<file path="config.mk">
export PLATFORM = sky130hd
export DESIGN_NAME = rr_arb_vn_p
export DESIGN_NICKNAME = d
export VERILOG_FILES = /design/src/rtl/rr_arb_vn_p.sv
export SDC_FILE = /design/constraint.sdc
export NUM_CORES = 1
export LEC_CHECK = 0
export ABC_AREA = 1
export CORE_MARGIN = 2
export CORE_UTILIZATION = 40
export DETAILED_ROUTE_END_ITERATION = 7
export GPL_ROUTABILITY_DRIVEN = 1
export HOLD_SLACK_MARGIN = 0.08
export PLACE_DENSITY = 0.72
export RECOVER_POWER = 100
export SLEW_MARGIN = 30
export SYNTH_ARGS = -nofsm -noshare
export SYNTH_HDL_FRONTEND = slang
export SYNTH_SLANG_ARGS = --single-unit
</file>
<file path="constraint.sdc">
create_clock -name clk -period 2.21 [get_ports clk]
set_clock_uncertainty 0.1 [all_clocks]
set_input_delay 0.3315 -clock clk [delete_from_list [all_inputs] [get_ports clk]]
set_output_delay 0.3315 -clock clk [all_outputs]
set_load 0.01 [all_outputs]
</file>
<file path="src/rtl/rr_arb_vn_p.sv">
// Round-robin arbiter over the flattened VN x VC request vector.
// Sticky registered grant; pointer advances past each accepted winner.
module rr_arb_vn_p #(
    parameter int NUM_VC = 1,
    parameter int NUM_VN = 3,
    localparam int NUM_VN_X_VC = NUM_VC * NUM_VN,
    localparam int bits_VN_X_VC = (NUM_VN_X_VC > 1) ? $clog2(NUM_VN_X_VC) : 1
) (
    input  logic                    clk,
    input  logic                    rst_n,
    input  logic [NUM_VN_X_VC-1:0]  req,
    input  logic                    ack,
    output logic [NUM_VN_X_VC-1:0]  grant,
    output logic                    grant_valid,
    output logic [bits_VN_X_VC-1:0] grant_id,
    output logic [bits_VN_X_VC-1:0] ptr
);

    localparam int N = NUM_VN_X_VC;
    localparam int W = bits_VN_X_VC;

    typedef enum logic {
        IDLE,
        GRANT
    } state_e;

    state_e         state_q, state_d;
    logic [N-1:0]   grant_q, grant_d;
    logic [W-1:0]   id_q, id_d;
    logic [W-1:0]   ptr_q, ptr_d;

    logic [W-1:0]   ptr_inc;
    logic [W-1:0]   arb_ptr;
    logic [W-1:0]   win;
    logic           win_vld;
    logic [N-1:0]   win_oh;

    assign ptr_inc = (id_q == W'(N - 1)) ? '0 : id_q + 1'b1;

    // On an accepted grant, re-arbitrate from the advanced pointer.
    assign arb_ptr = (state_q == GRANT && ack) ? ptr_inc : ptr_q;

    // Scan from the highest offset down so the lowest offset wins.
    always_comb begin
        logic [W:0] sum;
        sum     = '0;
        win     = '0;
        win_vld = 1'b0;
        for (int k = N - 1; k >= 0; k--) begin
            sum = {1'b0, arb_ptr} + (W+1)'(k);
            if (sum >= (W+1)'(N)) begin
                sum = sum - (W+1)'(N);
            end
            if (req[sum[W-1:0]]) begin
                win     = sum[W-1:0];
                win_vld = 1'b1;
            end
        end
    end

    assign win_oh = N'(1) << win;

    always_comb begin
        state_d = state_q;
        grant_d = grant_q;
        id_d    = id_q;
        ptr_d   = ptr_q;
        unique case (state_q)
            IDLE: begin
                if (win_vld) begin
                    state_d = GRANT;
                    grant_d = win_oh;
                    id_d    = win;
                end
            end
            GRANT: begin
                if (ack) begin
                    ptr_d = ptr_inc;
                    if (win_vld) begin
                        grant_d = win_oh;
                        id_d    = win;
                    end else begin
                        state_d = IDLE;
                        grant_d = '0;
                        id_d    = '0;
                    end
                end
            end
        endcase
    end

    always_ff @(posedge clk or negedge rst_n) begin
        if (!rst_n) begin
            state_q <= IDLE;
            grant_q <= '0;
            id_q    <= '0;
            ptr_q   <= '0;
        end else begin
            state_q <= state_d;
            grant_q <= grant_d;
            id_q    <= id_d;
            ptr_q   <= ptr_d;
        end
    end

    assign grant       = grant_q;
    assign grant_valid = (state_q == GRANT);
    assign grant_id    = id_q;
    assign ptr         = ptr_q;

endmodule

</file>
# After elaboration in Yosys (flattened, before gate mapping)
# Cells that the tools add are included.
dict set report classes {
  magnitude_cmp 6
  n_eq_ne 3
  n_bitwise 1
  addsub 6
  reduce_logical 3
  n_shift 1
  n_mux 28
}
# cell n
set ops {}
lappend ops {{$mux W2} 11}
lappend ops {{$lt A2 B3 Y1 const B} 3}
lappend ops {{$mux W3} 3}
lappend ops {{$mux W1} 8}
lappend ops {{$bmux W1 S2} 3}
lappend ops {{$ge A3 B2 Y1 const B} 2}
lappend ops {{$pmux W3 S2} 1}
lappend ops {{$sub A2 B2 Y2 const B} 3}
lappend ops {{$ne A2 B2 Y1 const B} 2}
lappend ops {{$pmux W2 S2} 1}
lappend ops {{$reduce_and A2 Y1} 2}
lappend ops {{$add A2 B1 Y3 const B} 1}
lappend ops {{$add A2 B2 Y3 const B} 1}
lappend ops {{$shl A1 B2 Y3 const A} 1}
lappend ops {{$add A2 B1 Y2 const B} 1}
lappend ops {{$eq A2 B2 Y1 const B} 1}
lappend ops {{$ge A2 B2 Y1 const B} 1}
lappend ops {{$pmux W1 S2} 1}
lappend ops {{$logic_and A1 B1 Y1} 1}
lappend ops {{$not A1 Y1} 1}
dict set report totals {
  regBits 8
  in_bits 6
}

# Depth between registers and ports, before layout
dict set report logic_depth {
  depth_word 15
  depth_mapped 16
  mapped_depth_nobuf 16
}

# Worst setup path after synthesis
# No wires, ideal clock.
dict set report synth_path {
  path_type {register to register}
  from {reg state_q (netlist: grant_valid)}
  to {reg grant_q[0] (netlist: grant[0])}
  arrival_time_ns 1.921
  required_ns 1.993
  setup_slack_ns 0.072
  n_path_buf 0
  stages_incl_launch_ff 15
  synth_period_minus_slack_ns 2.138
  path_cell_list {dfrtp_1 nand2_1 inv_1 o21ai_0 inv_1 ha_1 inv_2 nand2_1 nand3_2 nand2_2 nand3_4 nand2_4 nor2_1 nand2_1 nand2_1}
}
dict set report synth_via {
  elab_chain_len 14
  word_cells_on_any_way 34
}
# item line
set synth_rtl {}
lappend synth_rtl {{start, declared} 27} ;# state_e state_q, state_d;
lappend synth_rtl {{start signal, assigned} 99} ;# state_q <= state_d;
lappend synth_rtl {{$logic_and A1 B1 Y1} 41} ;# assign arb_ptr = (state_q == GRANT && ack) ? ptr_inc : ptr_q;
lappend synth_rtl {{$mux W2} 41}
lappend synth_rtl {{$add A2 B2 Y3} 50} ;# sum = {1'b0, arb_ptr} + (W+1)'(k);
lappend synth_rtl {{$ge A3 B2 Y1 or $sub A2 B2 Y2 (tied branches)} {51, 52}}
lappend synth_rtl {{$mux W2} 51} ;# if (sum >= (W+1)'(N)) begin
lappend synth_rtl {{$bmux W1 S2} 54} ;# if (req[sum[W-1:0]]) begin
lappend synth_rtl {{$mux W1 (implied by the code)} 54}
lappend synth_rtl {{$mux W2 (3 in series)} 54}
lappend synth_rtl {{$shl A1 B2 Y3} 61} ;# assign win_oh = N'(1) << win;
lappend synth_rtl {{$mux W3} 79} ;# if (win_vld) begin
lappend synth_rtl {{$mux W3} 77} ;# if (ack) begin
lappend synth_rtl {{$pmux W3 S2} 68} ;# unique case (state_q)
lappend synth_rtl {{end signal, assigned} 100} ;# grant_q <= grant_d;
lappend synth_rtl {{end, declared} 28} ;# logic [N-1:0] grant_q, grant_d;
# Parallel ways exist; a longest one is shown, timed or not. The select of a mux whose other input is x is not followed.
# A chain may end at the register's enable or synchronous reset.

# Final worst setup path
# Same ends and word-level chain as after synthesis.

==> summary.md <==
| Metric | Value |
|---|---|
| Status | completed |
| Syn nets | 100 |
| First-pass GRT wire length | 2530 um |
| Flop pwr share | 14.9% |
| Top cell type by total area after synthesis | dfrtp_1 |
| Max VDD drop | 1120 uV |
| Initial DRT Pass Iterations | 4 |
| Share of cells above drive strength 1 | a little over a quarter |
| Clock Latency Late Sink | between 0.2 and 0.3 ns |
| Slew Limit Fails | 0 |
| CP max-delay cell | dfrtp_1 |
| Placeable Area | 1490 um^2 |
| Largest cells by area after synthesis | dfrtp_1 (32%), nand2_1 (18%), nand3_1 (11%), ha_1 (6.0%), o21ai_0 (5.6%) |
| Setup TNS | 0 ns |
| Post-Syn Instances | 91 |
| Fmax | between 400 and 500 MHz |
| Post-synth ARST share | 100% |
| Worst hold path type | input pin to async pin |
| Slew headroom | 76.3% |
| GRT Residual Overflow | 0 |
| Net Sw Power | 0.882 mW |
| Internal power | approximately 0.89 mW |
| Post-synth top area share | about a third |
| Startpoint types | register |
| Max cap viols | 0 |
| Combinational share of power | 78.8% |
| GPL Wtd Cong | 0.800 |
| Cts bufs inserted | 3 |
| Sequential area share after synthesis | 31.8% |
| Die area | 1910 um^2 |
| Vias per std cell | 5.12 |
| Total power | around 1.8 mW |
| Dominant synthesized flop cell | dfrtp_1 |
| CP Cell Sequence | nand2_2 > inv_2 > o21ai_1 > inv_1 > ha_4 > inv_4 > nand2_2 > nand3_2 > nand2_4 > nand3_4 > nand2_4 > nor2_1 > nand2_1 > nand2_1 |
| Wire per inst | 11.5 um |
| Die H | 43.7 um |
| Crit Path Class | register to register |
| Largest net degree at the start of global routing | 9 |
| Worst EP required | between 2 and 2.5 ns |
| Starting Density | between 40% and 50% |
| Final Net Count | 126 |
| Drt drc | 0 |
| RSZ-0062 raised after global routing | no |
| Hold WS | 0.309 ns |
| Clock Power Share | 6.3% |
| Fin. Hold Viols | 0 |
| Root Driver | clkbuf_4 |
| Worst Tran Pin Value | 0.354 ns |
| Worst stage delay on the critical path | ~0.4 ns |
| Port buffer count | 13 |
| N_diodes | 0 |
| Pwr dens | 1960 nW/um^2 |
| Ports | 14 |
| Initial antenna violation count | 0 |
| Post-synth top cells | nand2_1 (30), nand3_1 (14), inv_1 (9) |
| Remaining antenna violation count after routing | 0 |
| Yosys Warn Count | 0 |
| Final HPWL DP | 1150 um |
| CTS sink cnt | 8 |
| CTS tree | built |
| H-tree depth | 1 |
| Total track usage | a little under a fifth |
| Via count | ~670 |
| Mean area per synthesized cell | 6.92 um^2 |
| Final min period | between 2 and 2.5 ns |
| Worst Path Max Fanout | 6 |
| Final setup vio count | 0 |
| Post-synth EDFFs | 0 |
| Iteration-0 DRC count of the detailed router | 20 |
| Util after Layout | 61.0% |
| WP data arrival | 2.09 ns |
| Clock buffer depth | 2 |
| Row Count | 14 |
| Pre-CTS setup slack | -0.491 ns |
| Number of global-route vias before repair | roughly 630 |
| Mapped Area | 629 um^2 |
| Final WL | 1500 um |
| Cts-stage hold buffer count | 0 |
| Most common cell in the synthesized netlist | nand2_1 |
| Clock transition at the registers of the reported paths | about 0.06 ns |
| #FFs+latches synth | 8 |
| Synth unique cells | 16 |
| Fin crit share | around 90% |
| Die Width | 43.7 um |
| Sw frac | 49.7% |
| Nature of the critical path endpoint | register |
| Static leakage | 0.480 nW |
| Setup WS post-layout | 0.182 ns |
| Area grow syn2layout | 44.3% |
[timing repair]
action	CTS	global route
buffers inserted	1	1
resized for setup	9	6
endpoints found under the setup margin	6	5
pin swaps	1	4
[per-stage QoR]
step	std cells	cell area, um^2
finish	131	908
global route	131	908
CTS	130	893
detailed placement	126	825
global placement	126	825
floorplan	91	629
[state kept, by name, indices dropped and copies added, names as in the netlist]
signal,cells
grant_valid,1
grant_id,2
grant,3
ptr,2
[area by class of cell]
cell class / count / area [um^2]
Fill cell: 133 / 581
Multi-Input combinational cell: 69 / 418
Sequential cell: 8 / 200
Timing Repair Buffer: 21 / 193
Inverter: 14 / 55.1
Clock buffer: 3 / 22.5
Tap cell: 16 / 20.0
[worst paths after layout]
path / endpoint / startpoint / cells after the start / slack [ns]
setup / recovery: grant[0] / grant_valid / 14 / 0.18
hold / removal: grant[0] / rst_n / 1 / 0.31
setup reg to reg: grant[0] / grant_valid / 14 / 0.18
hold reg to reg: grant[1] / grant[1] / 2 / 0.42
max in group asynchronous: ptr[0] / rst_n / 1 / 1.43
min in group clk: grant[1] / grant[1] / 2 / 0.42
[power by group through the flow]
stage | clock (mW) | sequential [mW] | combinational [mW]
6_report | 0.112 | 0.265 | 1.40
5_1_grt | 0.124 | 0.275 | 1.54
4_1_cts | 0.117 | 0.266 | 1.34
3_5_place_dp | 0 | 0.266 | 1.22
3_3_place_gp | 0 | 0.264 | 1.20
2_1_floorplan | 0 | 0.293 | 0.768
[cell families after synthesis]
logic type | count (synthesis) | share of synthesized area [%]
adder cells (fa/ha/maj) | 3 | 5.96
AO/OA/AOI/OAI | 9 | 7.75
buffers and inverters | 14 | 8.35
flip-flops | 8 | 31.8
AND/OR/NAND/NOR | 57 | 46.1
[cell usage in the layout (no fill, tap or decap)]
cell	synthesis	final
clkinv_1	1	1
o21ai_1	1	4
dlygate4sd3_1	0	9
inv_2	4	4
nand3_4	1	1
ha_2	0	1
inv_4	0	1
nand2_4	3	4
nand2_1	30	28
clkbuf_4	0	3
dfrtp_1	8	8
nand3_2	2	2
nand3_1	14	14
o21ai_2	1	2
clkdlybuf4s50_1	0	3
nand2_2	2	3
nand4_1	2	2
buf_4	0	8
inv_1	9	8
nor2_1	3	3
o21ai_0	7	3
dlymetal6s2s_1	0	1
ha_4	0	2
[routing by layer]
metal | wire, um | global-route usage [%] | vias up
li1 | - | - | 346
met1 | 687 | 22.7 | 310
met2 | 751 | 29.1 | 15
met3 | 63 | 6.25 | 0
met4 | 0 | 5.45 | 0
met5 | 0 | 0 | -
[critical path: cells and delay by family (launching register included)]
kind,cells,cell delay [ns]
AO/OA/AOI/OAI,1,0.18
adder cells (fa/ha/maj),1,0.31
AND/OR/NAND/NOR,9,0.70
buffers and inverters,3,0.23
flip-flops,1,0.40
Note: power is estimated with default switching activity, not from simulation.
==> RTL change, RTL diff (same flow settings) <==
`NUM_VC`: 1 -> 2.
--- a/src/rtl/rr_arb_vn_p.sv
+++ b/src/rtl/rr_arb_vn_p.sv
@@ -2,5 +2,5 @@
 // Sticky registered grant; pointer advances past each accepted winner.
 module rr_arb_vn_p #(
-    parameter int NUM_VC = 1,
+    parameter int NUM_VC = 2,
     parameter int NUM_VN = 3,
     localparam int NUM_VN_X_VC = NUM_VC * NUM_VN,
Ports: changed (resized grant, grant_id, ptr and req); port bits go from 14 to 22. The function was not compared with the original's and may differ.
==> RTL change against the unedited design <==
- the flow now finishes with violations (setup timing)
- maximum frequency down 27%
- setup slack lost 760 ps
- sequential cell count is 5 higher
- non-clock buffer count is 49 higher
- wire length grew to 3.0 times the old value
- final area rose to 2.7 times the old value
- final cell count grew to 2.7 times the old value
- area after synthesis increased by 140%
- critical endpoint is now grant_id[0]
Power is left out: the tool's default activity adds up to more than one toggle a clock period on the data nets, which glitch-free logic cannot reach.
==> RTL change: results (changes against the unedited design) <==
* Multi-input logic area at 0.00132 sq mm (+220%)
* Met3 wire len at 142 um (+130%)
* Tot GR Track Use at 21.4% (+3.4 points)
* First DRT Iteration DRCs at 55 (+180%)
* Outcome: finished, violations left
* Root Buffer Master: clkbuf_8
* Seq/Total Area, Yosys at 21.1% (-11 points)
* Max reg flops at 6 (+3)
* Sequential share of cell area at 13.3% (-8.7 points)
* Die width at 66.0 um (+51%)
* Layout cells sized above 1 at 46.4% (+19 points)
* Clock buffer count at 4 (+1)
* Synth cell count leaders: nand2_1, nand3_1, inv_1
* Ranking of synthesized cells by area: dfrtp_1, nand2_1, nand3_1
* Worst path max stage delay at 440 ps (+40 ps)
* CP Max Fanout at 6 (unchanged)
* Filler Cell Count at 343 (+160%)
* Synth cell types at 28 (+12)
* M1 WL at 1950 um (+180%)
* DP HPWL at 3240 um (+180%)
* Post-Place Worst Slack at -1050 ps (-557 ps)
* Met1 Use GR at 26.7% (+4.0 points)
* Synthesized Nets at 253 (+150%)
* Dpl cell area at 0.00214 sq mm (+160%)
* Resized cells post-CTS at 34 (+25)
* Vias per inst at 4.96 (-3.1%)
* Post-CTS Setup Inserts at 3 (+2)
* DR top layer: met4
* Final setup vio count at 10 (+10)
* Met3 usage at 2.04% (-4.2 points)
* PortBufs at 21 (+8)
* Synth Area in XOR/XNOR at 0.569% (+0.57 points)
* Final setup margin at -574 ps (-756 ps)
* Met2 wire length at 2240 um (+200%)
* Worst-margin pin slew at 591 ps (+236 ps)
* Slowest CP cell: dfrtp_2
* Hold Crit Class: reg -> reg
* GPL Wtd Cong at 0.928 (+16%)
* Adder-cell share of the synthesized area at 7.32% (+1.4 points)
* Worst skew pair latency at 240 ps (-20 ps)
* Multi-input gates at 192 (+180%)
* Fin Setup TNS at -5190 ps (-5190 ps)
* Clock Sinks at 13 (+5)
* Ys async rst share at 100% (unchanged)
* Crit path DAT at 2810 ps (+720 ps)
* Met2 Use GR at 39.3% (+10 points)
* Vias in the first global route at 1682 (+170%)
* Signal buf overhead at 23.8% (+2.6 points)
* Non-CTS buffers at 70 (+230%)
* Invs w/o clock at 29 (+15)
* Failing checks: setup timing
* Synth Area in Compound Gates at 13.6% (+5.8 points)
* Largest net degree at the start of global routing at 14 (+5)
[RTL change: final timing paths]
kind	cells after the start	endpoint	slack, ps	from
min in group asynchronous	1	ptr[1]	440	rst_n
hold / removal	2	grant[5]	380	grant[5]
max in group asynchronous	1	grant_id[0]	1150	rst_n
setup reg to reg	18	grant_id[0]	-570	grant_id[0]
hold reg to reg	2	grant[5]	380	grant[5]
setup / recovery	18	grant_id[0]	-570	grant_id[0]
[RTL change: worst max-delay path: cells and delay by family (launching register included)]
kind / cells / cell delay (ps)
and+or+nand+nor: 8 / 800
buffers and inverters: 7 / 740
DFF: 1 / 440
adders and majority gates: 1 / 310
AOI/OAI and AO/OA: 2 / 280
[RTL change: metrics by stage]
step / hold WS, ps / utilization (%) / std cells
floorplan: -64.1 / - / 235
finish: 378 / 66.6 / 356
detailed placement: 370 / 58.1 / 344
global route: 396 / 66.6 / 356
CTS: 378 / 63.1 / 351
global placement: 364 / 58.1 / 344
